`config.mk`:
```
export PLATFORM = sky130hd
export DESIGN_NAME = ram_port_arbiter
export DESIGN_NICKNAME = d
export VERILOG_FILES = /design/src/rtl/ram_port_arbiter.sv
export SDC_FILE = /design/constraint.sdc
export NUM_CORES = 1
export LEC_CHECK = 0
export ABC_AREA = 1
export CELL_PAD_IN_SITES_DETAIL_PLACEMENT = 1
export CELL_PAD_IN_SITES_GLOBAL_PLACEMENT = 1
export CORE_MARGIN = 10
export CORE_UTILIZATION = 10
export DETAILED_ROUTE_END_ITERATION = 16
export PLACE_DENSITY = 0.88
export SLEW_MARGIN = 5
export SYNTH_ARGS = -nofsm -noshare
export SYNTH_HDL_FRONTEND = slang
export SYNTH_SLANG_ARGS = --single-unit
```
`constraint.sdc`:
```
create_clock -name clk -period 1.94 [get_ports clk]
set_input_delay 0.582 -clock clk [delete_from_list [all_inputs] [get_ports clk]]
set_output_delay 0.582 -clock clk [all_outputs]
set_load 0.01 [all_outputs]
```
`src/rtl/ram_port_arbiter.sv`:
```
// Two-requester round-robin arbiter in front of one single-port synchronous RAM.
// A requester can lock the RAM across grants for an atomic read-modify-write.
module ram_port_arbiter #(
  parameter int DATA_WIDTH    = 32,
  parameter int ADDRESS_WIDTH = 12
) (
  input  logic                     clk,
  input  logic                     reset,
  input  logic                     req0,
  input  logic                     req1,
  input  logic                     we0,
  input  logic                     we1,
  input  logic                     lock0,
  input  logic                     lock1,
  input  logic [ADDRESS_WIDTH-1:0] addr0,
  input  logic [ADDRESS_WIDTH-1:0] addr1,
  input  logic [DATA_WIDTH-1:0]    wdata0,
  input  logic [DATA_WIDTH-1:0]    wdata1,
  output logic                     gnt0,
  output logic                     gnt1,
  output logic                     rvalid0,
  output logic                     rvalid1,
  output logic [DATA_WIDTH-1:0]    rdata,
  output logic                     mem_wEn,
  output logic [ADDRESS_WIDTH-1:0] mem_addr,
  output logic [DATA_WIDTH-1:0]    mem_dataIn,
  input  logic [DATA_WIDTH-1:0]    mem_dataOut
);

  typedef enum logic [1:0] {
    OWN_NONE = 2'd0,
    OWN_P0   = 2'd1,
    OWN_P1   = 2'd2
  } owner_t;

  owner_t     owner;
  logic       last;
  logic [1:0] vld_p1;
  logic       sel0_p0;
  logic       sel1_p0;

  // Issue stage: pick the winner and drive the RAM pins in the same cycle.
  always_comb begin
    sel0_p0 = 1'b0;
    sel1_p0 = 1'b0;
    if (!reset) begin
      case (owner)
        OWN_P0: sel0_p0 = req0;
        OWN_P1: sel1_p0 = req1;
        default: begin
          if (req0 && req1) begin
            // On a tie the port that did not win last time goes next.
            sel0_p0 = last;
            sel1_p0 = ~last;
          end else begin
            sel0_p0 = req0;
            sel1_p0 = req1;
          end
        end
      endcase
    end
  end

  assign gnt0       = sel0_p0;
  assign gnt1       = sel1_p0;
  assign mem_wEn    = (sel0_p0 & we0) | (sel1_p0 & we1);
  assign mem_addr   = sel1_p0 ? addr1 : addr0;
  assign mem_dataIn = sel1_p0 ? wdata1 : wdata0;

  always_ff @(posedge clk) begin
    if (reset) begin
      last   <= 1'b1;
      owner  <= OWN_NONE;
      vld_p1 <= 2'b00;
    end else begin
      vld_p1 <= {sel1_p0 & ~we1, sel0_p0 & ~we0};
      if (sel0_p0) begin
        last  <= 1'b0;
        owner <= lock0 ? OWN_P0 : OWN_NONE;
      end else if (sel1_p0) begin
        last  <= 1'b1;
        owner <= lock1 ? OWN_P1 : OWN_NONE;
      end
    end
  end

  // Return stage: RAM read data arrives one cycle after the grant.
  // Gating with reset drops a read response that lands while reset is held.
  assign rvalid0 = vld_p1[0] & ~reset;
  assign rvalid1 = vld_p1[1] & ~reset;
  assign rdata   = mem_dataOut;

endmodule

```
[Yosys cells after proc, flatten, opt, wreduce, memory -nomap -nowiden]
Index checks and enable logic that the tools add are counted.
Storage, ports and cells
  input bits: 128
  flip-flop bits (word level): 5
  logic and storage cells: 32
Cells by class
  bitwise operators: 11
  equal/unequal tests: 2
  reduce and logical (&&, ||, !) cells: 2
  mux-type cells: 14
Operator list (number)
  $mux 32: 1
  $mux 12: 1
  $mux 1: 7
  $and 1x1->1: 6
  $mux 2: 3
  $not 1->1: 4
  $pmux 1 s2: 2
  $eq 2x1->1 const B: 1
  $eq 2x2->1 const B: 1
  $reduce_bool 2->1: 1
  $logic_and 1x1->1: 1
  $or 1x1->1: 1

[Depth between registers and ports, before layout]
  word-level depth: 6
  gate-level depth with buffers: 9

[Worst setup path after synthesis]
No wires, ideal clock.
  kind: flip-flop to output port
  from: register owner[0]
  to: output mem_addr[10]
  slack: -0.035 ns
  arrival time: 1.393 ns
  data required time: 1.358 ns
  cell stages (with the launch flop): 10
  cells stage by stage: dfxtp_1 -> inv_1 -> ha_1 -> nand3_1 -> nand2_1 -> nor2_1 -> buf_4 -> buf_6 -> nand2_1 -> nand2_1
On the way
  word-level cells in the longest chain between the ends: 4
  elaborated cells on any way between the ends: 5
RTL lines
  start, declared: line 36  | owner_t owner;
  start signal, assigned: line 79  | owner <= lock0 ? OWN_P0 : OWN_NONE;
  start signal, assigned: line 82  | owner <= lock1 ? OWN_P1 : OWN_NONE;
  $eq 2x2->1 or $eq 2x1->1 (tied branches): line 47  | case (owner)
  $pmux 1 s2 *: line 47
  $mux 1 *: line 46  | if (!reset) begin
  $mux 12 *: line 67  | assign mem_addr = sel1_p0 ? addr1 : addr0;
  end, declared: line 25  | output logic [ADDRESS_WIDTH-1:0] mem_addr,
Every way passes the cells marked *; elsewhere a longest branch is shown, timed or not.

[Worst setup path in the final report]
  from: register owner[0]
  to: output mem_dataIn[18]
On the way
  word-level cells in the longest chain between the ends: 4
  elaborated cells on any way between the ends: 5
RTL lines
  $eq 2x2->1 or $eq 2x1->1 (tied branches): line 47
  $pmux 1 s2 *: line 47
  $mux 1 *: line 46
  $mux 32 *: line 68  | assign mem_dataIn = sel1_p0 ? wdata1 : wdata0;
  end, declared: line 26  | output logic [DATA_WIDTH-1:0] mem_dataIn,
Marks and branches as above.

==> flow_summary.yaml <==
clock_tree:
  hold_buffers: 0
  cts_tree: "done"
  htree_levels: 1
  cts_made_buffers: 3
  clockBufferDepth: 2
  clk_latency_ns: 0.23
  clock-root-buffer: "clkbuf_8"
  cts.clk_slew.worst_paths_ns: 0.04
  cts.sinks: 5
synth:
  synthAdderAreaFrac_pct: 2.25
  synth_edf_count: 0
  async_reset_ff_share_pct: 0
  synth_xor_xnor_area_share_pct: 0
  yosysWarnings: 0
  synth_top_family_by_area: "simple AND/OR/NAND/NOR gates"
  yosysMostFrequentCell: "nand2_1"
  synth_cells: 218
  yosys.area_share.simple_pct: 53.4
  synthFlopType: "dfxtp_1"
  synth_area_leaders: "nand2_1 48%, buf_4 22%, dfxtp_1 9.0%"
  yosysTopAreaCell: "nand2_1"
  syn_nets: 348
  yosysUniqueCellTypes: 14
  synth_compound_area_share_pct: 2.02
  ys_ff_latch: 5
  synthTopCellsByCount: "141 x nand2_1, 33 x buf_4, 9 x nor2_1, 8 x inv_1, 7 x buf_6"
  syn_area_um2: 1110
  syn_area_per_cell_um2: 5.10
  yosysSeqAreaShare_pct: 9.00
  post-synth-top-area-fraction_pct: 47.6
  synthMuxAreaShare_pct: 0
pwr:
  power_w: 0.00106
  p_per_area_nw_per_um2: 373
  p_leak_nw: 1.38
  peakVddDrop_v: 0.000145
critical_path:
  cp_cell_sequence: "inv_2, ha_4, buf_6, o21ai_2, nor2_4, buf_6, clkbuf_16, nand2_1, nand2_1, buf_2"
  r2r_end: "owner[1]"
  cp.required_ns: 1.36
  arrival_ns: 1.77
  crit_path_start: "owner[0]"
  end_kind: "output port"
  critical_path_peak_fanout: 10
  rrSetupSlack_ns: 0.28
  rr_worst_depth: 10
  cp_slowest_stage_delay_ns: 0.33
  r2r-start: "owner[0]"
  crit_type: "reg2out"
  slowest_stage: "dfxtp_2"
  crit_path_start_kind: "flop"
die:
  rows: 38
  chipWidth_um: 125
  ios: 209
  start_util_pct: 10.2
  core-area_um2: 10900
  die_y_um: 125
  die-area_um2: 15700
sta:
  max_slew_margin_pct: 87.1
  finalSetupViolCount: 47
  fin_crit_sh_pct: 121
  fmax_ghz: 0.426
  setup_slack_ns: -0.410
  fin_crit_ns: 2.35
  worstMarginPinSlew_ns: 0.192
  grt_setup_unrepaired: "true"
  hold_viol_final: 0
  slew_viol_final: 0
  finalClockSkew_ns: 0.00120
global_routing:
  grtUsageTotal_pct: 8.79
  grt_max_degree: 22
  antenna_found_initial: 0
  overflow: 0
  grt_pass1_wl_mm: 11.3
  grt_pass1_vias: 2127
cells_and_area:
  finalNetCount: 484
  antennaDiodeCount: 0
  drive_above_1_share_pct: 36.3
  stdcell_count: 493
  area_growth_syn_to_layout_pct: 156
  finish.utilization_pct: 26.2
outcome:
  violations: "negative setup slack"
  status: "finished with violations"
worst_hold_path:
  whs_path_depth: 3
  hold_class: "reg2reg"
  hold_end: "last"
  worstHoldStart: "last"
run:
  maxCapViolations: 0
detailed_routing:
  vias_per_cell: 3.76
  antenna_left: 0
  vias: 1854
  wirelength_mm: 7.88
  dr.pass1.iters: 4
  drt_iter0_markers: 31
  post_drt_wl_per_cell_um: 16.0
  drc: 0
placed_design:
  globalplace.congestion: 0.838
  port_buffers: 144
  dp_cells: 472
  post-dp-hpwl_mm: 5.89
## cell type report
class | instances | area [µm²]
Fill cell | 1347 | 8040
Clock buffer | 4 | 45.0
Tap cell | 140 | 175
Timing Repair Buffer | 173 | 1710
Multi-Input combinational cell | 162 | 786
Inverter | 9 | 33.8
Sequential cell | 5 | 103
## layout by cell type, fill, tap and decap left out, types with 4 or more instances in the layout
| cell type | count |
|---|---|
| buf_12 | 6 |
| inv_2 | 4 |
| clkdlybuf4s50_1 | 92 |
| buf_4 | 13 |
| nor2_1 | 6 |
| inv_1 | 5 |
| buf_6 | 26 |
| nor2_4 | 4 |
| nand2_2 | 33 |
| buf_2 | 29 |
| nand2_1 | 108 |
## routing by layer
layer | part of all wire [%] | track usage (%) | up-vias | wire [µm]
met5 | 0 | 0 | - | 0
met4 | 1.2 | 2.30 | 0 | 96
met3 | 11 | 4.22 | 15 | 853
met2 | 50 | 15.9 | 127 | 3920
met1 | 38 | 8.78 | 824 | 3010
li1 | - | - | 888 | -
## worst max-delay path by stage
stage                                 to  depth (start not counted)
final                     mem_dataIn[18]                         10
after floorplan             mem_addr[10]                          9
after CTS                 mem_dataIn[28]                         10
after global routing      mem_dataIn[18]                         10
after detailed placement  mem_dataIn[28]                          8
after global placement    mem_dataIn[28]                          8
## where the power goes
group	total, W	leakage [nW]	internal (W)	switching, W
combinational	0.000749	1.31	0.000438	0.000311
sequential	0.000114	0.0419	0.000110	0.00000390
clock	0.000200	0.0228	0.000142	0.0000580
## registers in the layout, summed over array words and instances, names as in the netlist
register / cells
vld_p1: 2
owner: 2
last: 1
## timing repair
action / 4_1_cts / 5_1_grt
buffers inserted: 9 / 4
pin swaps: 8 / 26
setup endpoints to repair: 49 / 47
gates resized for setup: 210 / 66
gates cloned: 4 / 2
## critical path: cells and delay by family (launching register included)
family	cells	cell delay, ns
buffers and inverters	5	0.57
AND/OR/NAND/NOR	3	0.29
flip-flops	1	0.33
AO/OA/AOI/OAI	1	0.06
adder cells (fa/ha/maj)	1	0.30
## stage by stage
stage | setup WS, ns | cell area, µm² | TNS (ns) | hold slack (ns)
global route | -0.478 | 2850 | -21.21 | 0.653
finish | -0.410 | 2850 | -17.51 | 0.622
detailed placement | -0.976 | 2560 | -44.07 | 0.583
floorplan | 0.0420 | 1120 | 0 | 0.458
global placement | -0.950 | 2560 | -42.80 | 0.552
CTS | -0.442 | 2690 | -17.96 | 0.614
## cells by family (layout without fill, tap and decap cells)
| family | Yosys count | count (layout) |
|---|---|---|
| and+or+nand+nor | 156 | 156 |
| buffers and inverters | 51 | 186 |
| DFF | 5 | 5 |
| AOI/OAI and AO/OA | 4 | 4 |
| adders and majority gates | 2 | 2 |
Power figures use the tool's default switching activity.
